==> src/rtl/jk_cmd_sequencer_if.sv <==
// jk_cmd_sequencer_if: command handshake, flip-flop drive/feedback and status bundle
interface jk_cmd_sequencer_if #(
    parameter int DEPTH = 4
);
    localparam int CW = $clog2(DEPTH + 1);
    logic          cmd_valid;
    logic [1:0]    cmd_op;
    logic          cmd_ready;
    logic          j;
    logic          k;
    logic          q_fb;
    logic          exp_q;
    logic          synced;
    logic          mismatch;
    logic          busy;
    logic [CW-1:0] count;
    modport master (
        output cmd_valid, cmd_op, q_fb,
        input  cmd_ready, j, k, exp_q, synced, mismatch, busy, count
    );
    modport slave (
        input  cmd_valid, cmd_op, q_fb,
        output cmd_ready, j, k, exp_q, synced, mismatch, busy, count
    );
endinterface

==> src/rtl/jk_cmd_sequencer.sv <==
// jk_cmd_sequencer: FIFO-buffered JK command issuer with q prediction and feedback check
module jk_cmd_sequencer #(
    parameter int DEPTH    = 4,
    parameter int TICK_DIV = 5
) (
    input logic                clk,
    input logic                rst,
    jk_cmd_sequencer_if.slave  bus
);
    localparam int CW = $clog2(DEPTH + 1);
    localparam int AW = $clog2(DEPTH);
    localparam int TW = $clog2(TICK_DIV);
    typedef enum logic [1:0] {IDLE, ISSUE, CHECK} state_t;
    state_t        r_state;
    state_t        w_next;
    logic [TW-1:0] r_tick;
    logic [1:0]    r_fifo [DEPTH];
    logic [AW-1:0] r_wr;
    logic [AW-1:0] r_rd;
    logic [CW-1:0] r_count;
    logic          r_j;
    logic          r_k;
    logic          r_exp_q;
    logic          r_synced;
    logic          r_mismatch;
    logic          w_boundary;
    logic          w_ready;
    logic          w_push;
    logic          w_pop;
    logic          w_issue;
    logic          w_check;

    assign w_boundary = r_tick == TW'(TICK_DIV - 1);
    assign w_ready    = r_count != CW'(DEPTH);
    assign w_push     = bus.cmd_valid && w_ready;
    assign w_pop      = r_state == IDLE && w_boundary && r_count != '0;

    always_ff @(posedge clk)
        r_state <= rst ? IDLE : w_next;

    always_comb
        w_next = r_state == IDLE ? (w_pop ? ISSUE : IDLE) : r_state == ISSUE ? CHECK : IDLE;

    always_comb begin
        w_issue = r_state == ISSUE;
        w_check = r_state == CHECK;
    end

    always_ff @(posedge clk)
        if (w_push) r_fifo[r_wr] <= bus.cmd_op;

    // exp_q follows the issued op on the same edge the flip-flop samples it
    always_ff @(posedge clk) begin
        if (rst) begin
            r_tick     <= '0;
            r_wr       <= '0;
            r_rd       <= '0;
            r_count    <= '0;
            r_j        <= 1'b0;
            r_k        <= 1'b0;
            r_exp_q    <= 1'b0;
            r_synced   <= 1'b0;
            r_mismatch <= 1'b0;
        end else begin
            r_tick  <= w_boundary ? '0 : r_tick + 1'b1;
            r_wr    <= w_push ? r_wr + 1'b1 : r_wr;
            r_rd    <= w_pop ? r_rd + 1'b1 : r_rd;
            r_count <= r_count + CW'(w_push) - CW'(w_pop);
            {r_j, r_k} <= w_pop ? r_fifo[r_rd] : 2'b00;
            if (w_issue) begin
                r_exp_q  <= (r_j && r_k) ? !r_exp_q : (r_j == r_k) ? r_exp_q : r_j;
                r_synced <= r_synced || (r_j != r_k);
            end
            if (w_check && r_synced && bus.q_fb != r_exp_q) r_mismatch <= 1'b1;
        end
    end

    assign bus.cmd_ready = w_ready;
    assign bus.j         = r_j;
    assign bus.k         = r_k;
    assign bus.exp_q     = r_exp_q;
    assign bus.synced    = r_synced;
    assign bus.mismatch  = r_mismatch;
    assign bus.busy      = r_state != IDLE || r_count != '0;
    assign bus.count     = r_count;
endmodule

==> src/flat_wrapper.sv <==
// flat-port wrapper written by rule: the top's interface ports become plain ports
module jk_cmd_sequencer_flat 
#(
    parameter int DEPTH    = 4,
    parameter int TICK_DIV = 5
)
  (clk, rst, bus_cmd_valid, bus_cmd_op, bus_q_fb, bus_cmd_ready, bus_j, bus_k, bus_exp_q, bus_synced, bus_mismatch, bus_busy, bus_count);
  jk_cmd_sequencer_if #(.DEPTH(DEPTH)) bus_i ();
  input logic clk;
  input logic rst;
  input wire logic [$bits(bus_i.cmd_valid)-1:0] bus_cmd_valid;
  input wire logic [$bits(bus_i.cmd_op)-1:0] bus_cmd_op;
  input wire logic [$bits(bus_i.q_fb)-1:0] bus_q_fb;
  output wire logic [$bits(bus_i.cmd_ready)-1:0] bus_cmd_ready;
  output wire logic [$bits(bus_i.j)-1:0] bus_j;
  output wire logic [$bits(bus_i.k)-1:0] bus_k;
  output wire logic [$bits(bus_i.exp_q)-1:0] bus_exp_q;
  output wire logic [$bits(bus_i.synced)-1:0] bus_synced;
  output wire logic [$bits(bus_i.mismatch)-1:0] bus_mismatch;
  output wire logic [$bits(bus_i.busy)-1:0] bus_busy;
  output wire logic [$bits(bus_i.count)-1:0] bus_count;
  assign bus_i.cmd_valid = bus_cmd_valid;
  assign bus_i.cmd_op = bus_cmd_op;
  assign bus_i.q_fb = bus_q_fb;
  assign bus_cmd_ready = bus_i.cmd_ready;
  assign bus_j = bus_i.j;
  assign bus_k = bus_i.k;
  assign bus_exp_q = bus_i.exp_q;
  assign bus_synced = bus_i.synced;
  assign bus_mismatch = bus_i.mismatch;
  assign bus_busy = bus_i.busy;
  assign bus_count = bus_i.count;
  jk_cmd_sequencer #(.DEPTH(DEPTH), .TICK_DIV(TICK_DIV)) u_core (.clk(clk), .rst(rst), .bus(bus_i));
endmodule
==> config.mk <==
export PLATFORM = sky130hd
export DESIGN_NAME = jk_cmd_sequencer_flat
export DESIGN_NICKNAME = d
export VERILOG_FILES = /design/src/rtl/jk_cmd_sequencer_if.sv /design/src/rtl/jk_cmd_sequencer.sv /design/src/flat_wrapper.sv
export SDC_FILE = /design/constraint.sdc
export NUM_CORES = 1
export LEC_CHECK = 0
export ABC_AREA = 0
export BUFFER_PORTS_ARGS = -buffer_cell sky130_fd_sc_hd__buf_2
export CAP_MARGIN = 30
export CORE_MARGIN = 5
export CORE_UTILIZATION = 49
export DETAILED_ROUTE_END_ITERATION = 10
export GPL_TIMING_DRIVEN = 0
export PLACE_DENSITY_LB_ADDON = 0.1
export SLEW_MARGIN = 10
export SYNTH_ARGS = -nofsm -noshare
export SYNTH_HDL_FRONTEND = slang
export SYNTH_SLANG_ARGS = --single-unit
export TNS_END_PERCENT = 30
==> constraint.sdc <==
create_clock -name clk -period 2.3 [get_ports clk]
set_input_delay 0.115 -clock clk [delete_from_list [all_inputs] [get_ports clk]]
set_output_delay 0.115 -clock clk [all_outputs]
set_load 0.01 [all_outputs]
==> results of run 1 <==
-- critical path, stage by stage, from the launching register on --
cell and delay (ns):
dfxtp_2 0.35, inv_2 0.06, ha_4 0.14, nand4bb_4 0.11, or2_4 0.25, inv_1 0.06, ha_1 0.21, inv_1 0.05
ha_1 0.13, inv_1 0.05, fa_2 0.33, xor2_1 0.16, and2_1 0.17, nor3_1 0.12
-- synth_stat cells --
| library cell | instances | area, um^2 |
|---|---|---|
| a21oi_1 | 7 | 35.03 |
| a311oi_1 | 1 | 8.760 |
| a31oi_1 | 1 | 6.260 |
| a41oi_1 | 1 | 8.760 |
| and2_1 | 3 | 18.77 |
| and3_1 | 4 | 25.02 |
| clkbuf_1 | 1 | 3.750 |
| dfxtp_1 | 17 | 340.3 |
| edfxtp_1 | 8 | 240.2 |
| fa_1 | 1 | 20.02 |
| ha_1 | 10 | 125.1 |
| inv_1 | 16 | 60.06 |
| mux4_1 | 2 | 52.55 |
| nand2b_1 | 1 | 6.260 |
| nand3_1 | 3 | 15.01 |
| nand4bb_4 | 1 | 27.53 |
| nor2_1 | 7 | 26.28 |
| nor2b_1 | 1 | 6.260 |
| nor3_1 | 3 | 15.01 |
| nor3b_1 | 5 | 37.54 |
| o21ai_0 | 3 | 15.01 |
| o31ai_1 | 1 | 7.510 |
| or2_2 | 2 | 12.51 |
| or3_1 | 1 | 6.260 |
| or4_1 | 1 | 7.510 |
| xor2_1 | 2 | 17.52 |
-- what timing repair did --
item | in CTS | in global routing
endpoints found under the setup margin | 1 | 1
hold buffers | 0 | 1
endpoints found under the hold margin | 0 | 4
gates resized for setup | 7 | 0
setup buffers | 3 | 1
pin swaps | 2 | 3
-- through the flow --
step | power, mW | hold WS, ns
finish | 0.9774 | 0.007822
global route | 1.036 | 0.01211
CTS | 0.9801 | 0.004889
detailed placement | 0.7706 | 0.3459
global placement | 0.7568 | 0.3274
floorplan | 0.6881 | 0.1866
-- power breakdown --
group | internal (mW) | switching, mW
clock network | 0.0650 | 0.130
logic | 0.112 | 0.133
registers | 0.497 | 0.0404
-- logic make-up (layout without fill, tap and decap cells) --
family,count (synthesis),in the layout,synth area share (%)
adders and majority gates,11,11,12.68
muxes,2,2,4.590
buffers and inverters,17,41,5.574
DFF,25,25,50.71
and+or+nand+nor,32,32,17.82
xor gates and xnor gates,2,2,1.530
AOI/OAI and AO/OA,14,14,7.104
-- area by class of cell --
| cell class | instances | area [um^2] |
|---|---|---|
| fill | 197 | 858.3 |
| sequential | 25 | 583.1 |
| multi-input combinational | 61 | 529.3 |
| clock inverter | 1 | 5.005 |
| inverter | 16 | 60.06 |
| timing repair buffer | 20 | 115.1 |
| clock buffer | 3 | 22.52 |
| buffer | 1 | 3.754 |
| tap | 28 | 35.03 |
-- metal layers --
metal  part of all wire [%]  wire [um]  track usage, %  vias up
met2                     53       1064           24.56       12
met5                      0          0               0        -
met4                   0.70         14           4.967        0
met1                     42        843           14.52      377
li1                       -          -               -      402
met3                    3.8         77           2.632        2
-- registers in the layout (all words and copies together), names as in the netlist --
signal	flops
u_core.bus.count	3
u_core.bus.exp_q	1
u_core.bus.j	1
u_core.bus.k	1
u_core.bus.mismatch	1
u_core.bus.synced	1
u_core.r_fifo	8
u_core.r_rd	2
u_core.r_state	2
u_core.r_tick	3
u_core.r_wr	2
-- placed cells by master, fill, tap and decap left out, drive strengths merged, types with 2 or more instances in the layout --
master	Yosys	final
clkbuf	1	4
and3	4	4
dfxtp	17	17
nor3	3	3
or2	2	2
a21oi	7	7
xor2	2	2
nor3b	5	5
o21ai	3	3
inv	16	16
buf	0	19
and2	3	3
nor2	7	7
edfxtp	8	8
ha	10	10
mux4	2	2
nand3	3	3
-- worst max path at each step --
stage | startpoint | end
6_report | u_core.r_tick[1]$_SDFF_PP0_ | u_core.bus.count[2]$_SDFF_PP0_
2_1_floorplan | u_core.r_tick[1]$_SDFF_PP0_ | u_core.bus.count[2]$_SDFF_PP0_
5_1_grt | u_core.r_tick[1]$_SDFF_PP0_ | u_core.bus.count[2]$_SDFF_PP0_
3_3_place_gp | u_core.r_tick[0]$_SDFF_PP0_ | u_core.bus.count[2]$_SDFF_PP0_
3_5_place_dp | u_core.r_tick[0]$_SDFF_PP0_ | u_core.bus.count[2]$_SDFF_PP0_
4_1_cts | u_core.r_tick[0]$_SDFF_PP0_ | u_core.bus.count[2]$_SDFF_PP0_
==> qor.yml, run 1 <==
drc: 0
place_inst: 146
fin_crit_ns: 2.243
worst_pin_slew_ns: 0.4735
antenna_found_initial: 0
cts-root-buf: "clkbuf_4"
layout.cells.non_filler: 155
yosysSeqAreaShare_pct: 50.71
pre_cts_slack_ns: -0.1140
initial_utilization_pct: 51.75
dpl_cell_area_um2: 1272
cp.required_ns: 2.54
worst_clock_skew_ns: 0.01607
rsz0062_at_grt: "true"
io_pins: 16
fin_nets: 145
htree_levels: 1
peakVddDrop_mv: 0.4114
drtAntennaViolNets: 0
firstDrtPassIters: 4
gp_congestion: 0.6772
overflow: 0
timing.final.crit_share_pct: 97.51
synthesis.nets: 120
portBuffers: 15
min_path_type: "in2reg"
ys_seq_elements: 25
timing.rr.start: "u_core.r_tick[1]$_SDFF_PP0_"
coreArea_um2: 2212
die_area_um2: 3403
clk_latency_ns: 0.32
grt_max_degree: 15
numCtsBuffers: 3
setup_tns_ns: 0
die-height_um: 58.34
crit_fanout: 2
vias: 793
syn_inst: 103
min_from: "bus_cmd_op[0]"
syn_area_per_cell_um2: 11.12
synth.distinct_cells: 26
status: "finished, final reports clean"
cts_buffer_depth: 2
cts_sinks: 25
p_per_area_nw_per_um2: 721.9
crit_path_end_kind: "flip-flop"
cap_viol_max_count: 0
ys_warn_count: 0
startpoint_type: "flip-flop"
whs_path_depth: 1
drtIter0Drc: 33
postLayoutCellArea_um2: 1354
tritoncts: "yes"
post_drt_wl_per_cell_um: 12.91
p_leak_nw: 0.5741
place_hpwl_um: 1486
clkTransAtPathRegs_ns: 0.14
fmaxAchievable_ghz: 0.4459
area_growth_pct: 18.25
crit_arrival_ns: 2.48
finalCoreUtilization_pct: 61.20
setup_ws_ns: 0.05738
criticalPathCategory: "reg2reg"
r2r_end: "u_core.bus.count[2]$_SDFF_PP0_"
grt_pass1_wl_um: 3429
wl_um: 2001
finalSetupViolCount: 0
reg2reg_depth: 13
grt_usage_pct: 13.17
grt_pass1_vias: 790
hold_path_end: "u_core.r_fifo[3][0]$_DFFE_PP_"
num_antenna_cells: 0
drive_gt1_share_pct: 25.98
slew_headroom_pct: 68.44
slew_violations: 0
ff2ff_setup_slack_ns: 0.06
synth_area_um2: 1145
die_w_um: 58.34
hold_viol: 0
viasPerCell: 5.116
num_rows: 17
No activity file was read; power rests on OpenSTA's default activity.
==> run 2, diff against run 1 <==
--- a/config.mk
+++ b/config.mk
@@ -6,8 +6,8 @@
 export NUM_CORES = 1
 export LEC_CHECK = 0
 export ABC_AREA = 0
-export BUFFER_PORTS_ARGS = -buffer_cell sky130_fd_sc_hd__buf_2
-export CAP_MARGIN = 30
+export BUFFER_PORTS_ARGS = -buffer_cell sky130_fd_sc_hd__buf_4
+export CAP_MARGIN = 20
 export CORE_MARGIN = 5
 export CORE_UTILIZATION = 49
 export DETAILED_ROUTE_END_ITERATION = 10
==> qor.yml, run 2 (same netlist as run 1, synthesis figures left out) <==
num_antenna_cells: 0
cts-root-buf: "clkbuf_4"
post_drt_wl_per_cell_um: 12.64
viasPerCell: 5.195
portBuffers: 15
final_common_cell: "buf_4"
worst_pin_slew_ns: 0.4498
startpoint_type: "flip-flop"
p_seq_share_pct: 52.4
clk_latency_ns: 0.31
grt_usage_pct: 13.00
rsz0062_at_grt: "true"
worst_clock_skew_ns: 0.009369
cts_sinks: 25
cts_buffer_depth: 2
die_w_um: 58.34
swShare_pct: 30.35
crit_arrival_ns: 2.52
p_per_area_nw_per_um2: 712.9
die-height_um: 58.34
criticalPathCategory: "reg2reg"
largest_register: "u_core.r_fifo"
initial_utilization_pct: 51.75
grt_pass1_wl_um: 3353
fin_nets: 149
largest_reg_flops: 8
gp_congestion: 0.6755
drive_gt1_share_pct: 30.53
status: "finished, final reports clean"
tritoncts: "yes"
combPwrFrac_pct: 28.9
htree_levels: 1
crit_path_end_kind: "flip-flop"
num_rows: 17
cp_slowest_cell: "dfxtp_2"
die_area_um2: 3403
cap_viol_max_count: 0
grt_pass1_vias: 757
area_growth_pct: 26.45
p_int_mw: 0.7188
timing.final.crit_share_pct: 99.05
p_sw_mw: 0.3132
fin_crit_ns: 2.278
critPathMostFrequentCell: "inv_2"
layout_common_cells: "buf_4, dfxtp_1, inv_1"
numCtsBuffers: 3
nFillCells: 196
drtIter0Drc: 27
io_pins: 16
cp_top_family: "adder cells"
cp_cell_sequence: "inv_2 > ha_4 > nand4bb_4 > or2_4 > inv_2 > ha_4 > inv_2 > ha_4 > inv_2 > fa_2 > xor2_1 > and2_1 > nor3_1"
setup_tns_ns: 0
drtAntennaViolNets: 0
place_hpwl_um: 1453
cpPeakStageDelay_ns: 0.35
overflow: 0
crit_fanout: 3
antenna_found_initial: 0
drc: 0
firstDrtPassIters: 4
wl_um: 2009
slew_violations: 0
min_path_type: "in2reg"
cp.required_ns: 2.54
fmaxAchievable_ghz: 0.4390
peakVddDrop_mv: 0.3998
grt_max_degree: 14
finalPower_mw: 1.032
clkTransAtPathRegs_ns: 0.14
finalSetupViolCount: 0
hold_viol: 0
path_buf_inv: 4
p_leak_nw: 0.5909
vias: 826
coreArea_um2: 2212
slew_headroom_pct: 70.01
power_frac_clock_pct: 18.7
## run 2: what timing repair did
| item | 4_1_cts | 5_1_grt |
|---|---|---|
| hold buffers | 2 | 0 |
| setup buffers | 1 | 6 |
| setup endpoints to repair | 1 | 1 |
| pin swaps | 1 | 5 |
| resized for setup | 6 | 7 |
| hold endpoints to repair | 8 | 0 |
## run 2: area by class of cell
| cell class | instances | area [um^2] | share of cell area (%) |
|---|---|---|---|
| Sequential cell | 25 | 583.1 | 40.28 |
| Multi-Input combinational cell | 61 | 554.3 | 38.29 |
| Timing Repair Buffer | 24 | 185.2 | 12.79 |
| Inverter | 16 | 60.06 | 4.149 |
| Tap cell | 28 | 35.03 | 2.420 |
| Clock buffer | 4 | 26.28 | 1.815 |
| Buffer | 1 | 3.754 | 0.2593 |
## run 2: metrics by stage
step / hold slack [ns] / std cells / worst slack (ns) / util [%] / area, um^2
after floorplan: 0.1866 / 103 / 0.01895 / - / 1162
after global placement: 0.3149 / 146 / -0.08787 / 59.22 / 1310
after detailed placement: 0.3254 / 146 / -0.1317 / 59.22 / 1310
after CTS: 0.008209 / 153 / 0.002409 / 62.22 / 1376
after global routing: 0.004506 / 159 / -0.08669 / 65.44 / 1448
final: 0.01621 / 159 / 0.02188 / 65.44 / 1448
## run 2: power groups by stage
stage          registers, mW  clock network, mW  logic (mW)
6_report               0.541              0.193       0.299
5_1_grt                0.548              0.218       0.338
4_1_cts                0.540              0.201       0.260
3_5_place_dp           0.542                  0       0.248
3_3_place_gp           0.540                  0       0.238
2_1_floorplan          0.543                  0       0.146
## run 2: routing by layer
layer  share of wire, %  vias up  track usage (%)  wire length (um)
met5                  0        -                0                 0
met4                1.7        0            5.960                34
met3                4.0        4            2.632                81
met2                 53       19            22.81              1072
met1                 41      389            15.12               821
li1                   -      414                -                 -
## run 2: final timing paths
| kind | start | endpoint | slack [ns] | depth (start not counted) |
|---|---|---|---|---|
| max reg2reg | u_core.r_tick[0]$_SDFF_PP0_ | u_core.bus.count[2]$_SDFF_PP0_ | 0.02 | 13 |
| max | u_core.r_tick[0]$_SDFF_PP0_ | u_core.bus.count[2]$_SDFF_PP0_ | 0.02 | 13 |
| min | rst | u_core.bus.exp_q$_SDFFE_PP0P_ | 0.02 | 2 |
| min reg2reg | u_core.bus.mismatch$_SDFFE_PP0P_ | u_core.bus.mismatch$_SDFFE_PP0P_ | 0.51 | 2 |
==> run 3, diff against run 2 <==
--- a/config.mk
+++ b/config.mk
@@ -13,6 +13,7 @@
 export DETAILED_ROUTE_END_ITERATION = 10
 export GPL_TIMING_DRIVEN = 0
 export PLACE_DENSITY_LB_ADDON = 0.1
+export REMOVE_ABC_BUFFERS = 1
 export SLEW_MARGIN = 10
 export SYNTH_ARGS = -nofsm -noshare
 export SYNTH_HDL_FRONTEND = slang
==> qor.yml, run 3 (same netlist as run 1, synthesis figures left out) <==
fin_crit_ns: 2.217
firstDrtPassIters: 4
crit_fanout: 2
grt_max_degree: 17
slew_headroom_pct: 73.57
cp.required_ns: 2.56
clk_latency_ns: 0.32
place_inst: 145
numCtsBuffers: 3
cts_buffer_depth: 2
tritoncts: "yes"
startpoint_type: "flip-flop"
criticalPathCategory: "reg2reg"
die_w_um: 58.34
num_rows: 17
layout.cells.non_filler: 155
finalPower_mw: 1.037
fmaxAchievable_ghz: 0.4511
peakVddDrop_mv: 0.5877
vias: 784
viasPerCell: 5.058
grt_usage_pct: 12.52
timing.final.crit_share_pct: 96.38
portBuffers: 15
drc: 0
min_path_type: "in2reg"
initial_utilization_pct: 51.75
final_common_cell: "buf_4"
io_pins: 16
crit_path_end_kind: "flip-flop"
coreArea_um2: 2212
drive_gt1_share_pct: 31.50
area_growth_pct: 25.46
p_leak_nw: 0.5781
layout_common_cells: "buf_4, dfxtp_1, inv_1"
drtIter0Drc: 8
nFillCells: 194
fin_nets: 145
post_drt_wl_per_cell_um: 12.97
num_antenna_cells: 0
grt_pass1_vias: 782
p_per_area_nw_per_um2: 721.9
setup_tns_ns: 0
clkTransAtPathRegs_ns: 0.13
gp_congestion: 0.6835
drtAntennaViolNets: 0
antenna_found_initial: 0
slew_violations: 0
place_hpwl_um: 1407
die_area_um2: 3403
ff2ff_setup_slack_ns: 0.08
status: "finished, final reports clean"
hold_viol: 0
worst_clock_skew_ns: 0.001823
wl_um: 2010
finalSetupViolCount: 0
worst_pin_slew_ns: 0.3957
overflow: 0
largest_register: "u_core.r_fifo"
htree_levels: 1
cts_sinks: 25
grt_pass1_wl_um: 3194
cts-root-buf: "clkbuf_4"
crit_arrival_ns: 2.48
cap_viol_max_count: 0
die-height_um: 58.34
largest_reg_flops: 8
-- run 3: cell count changes in the layout (fill, tap and decap cells not counted) --
cell / before / now
xor2_1: 2 / 1
and2_4: 0 / 1
clkbuf_1: 2 / 1
and2_1: 3 / 2
nor3_2: 0 / 1
xor2_2: 0 / 1
nor3_1: 2 / 1
buf_4: 22 / 19
-- run 3: worst max-delay path: stages, from the launching register on --
cell and delay [ns]:
dfxtp_2 0.35, inv_2 0.07, ha_4 0.14, nand4bb_4 0.11, or2_4 0.25, inv_2 0.06, ha_4 0.19, inv_2 0.06
ha_4 0.12, inv_2 0.03, fa_2 0.34, xor2_2 0.16, and2_4 0.17, nor3_2 0.10
-- run 3: worst paths after layout --
path	cells past startpoint	start	endpoint
max reg2reg	13	u_core.r_tick[1]$_SDFF_PP0_	u_core.bus.count[2]$_SDFF_PP0_
min	2	rst	u_core.r_wr[0]$_SDFFE_PP0N_
max	13	u_core.r_tick[1]$_SDFF_PP0_	u_core.bus.count[2]$_SDFF_PP0_
min reg2reg	2	u_core.bus.mismatch$_SDFFE_PP0P_	u_core.bus.mismatch$_SDFFE_PP0P_
-- run 3: timing repair --
item | CTS | global route
gates resized for setup | 16 | 3
endpoints found under the setup margin | 1 | 1
setup buffers | 4 | 0
hold buffers | 2 | 0
hold endpoints to repair | 8 | 0
pin swaps | 4 | 4
-- run 3: area by class of cell --
class / count / area [um^2] / area share [%]
Inverter: 16 / 60.06 / 4.181
Multi-Input combinational cell: 61 / 569.3 / 39.63
Clock buffer: 4 / 26.28 / 1.829
Timing Repair Buffer: 21 / 162.7 / 11.32
Sequential cell: 25 / 583.1 / 40.59
Tap cell: 28 / 35.03 / 2.439
-- run 3: metal layers --
| metal | track usage (%) | vias to the layer above | part of all wire, % |
|---|---|---|---|
| li1 | - | 405 | - |
| met5 | 0 | - | 0 |
| met4 | 8.278 | 0 | 1.6 |
| met1 | 11.74 | 366 | 40 |
| met2 | 23.44 | 11 | 54 |
| met3 | 3.289 | 2 | 4.3 |
-- run 3: power breakdown --
group / switching (mW) / internal (mW) / total [mW]
logic: 0.147 / 0.150 / 0.297
registers: 0.0446 / 0.497 / 0.542
clock network: 0.130 / 0.0680 / 0.198
-- run 3: per-stage QoR --
step           setup WS, ns  hold WS [ns]  util, %  cell area [um^2]
4_1_cts          -0.0009608       0.05573    64.25              1421
5_1_grt            -0.02205       0.05951    64.93              1436
3_5_place_dp        -0.2317        0.3263    58.26              1289
6_report            0.08321       0.06985    64.93              1436
3_3_place_gp        -0.1882        0.3165    58.26              1289
2_1_floorplan      -0.02312        0.1841        -              1141
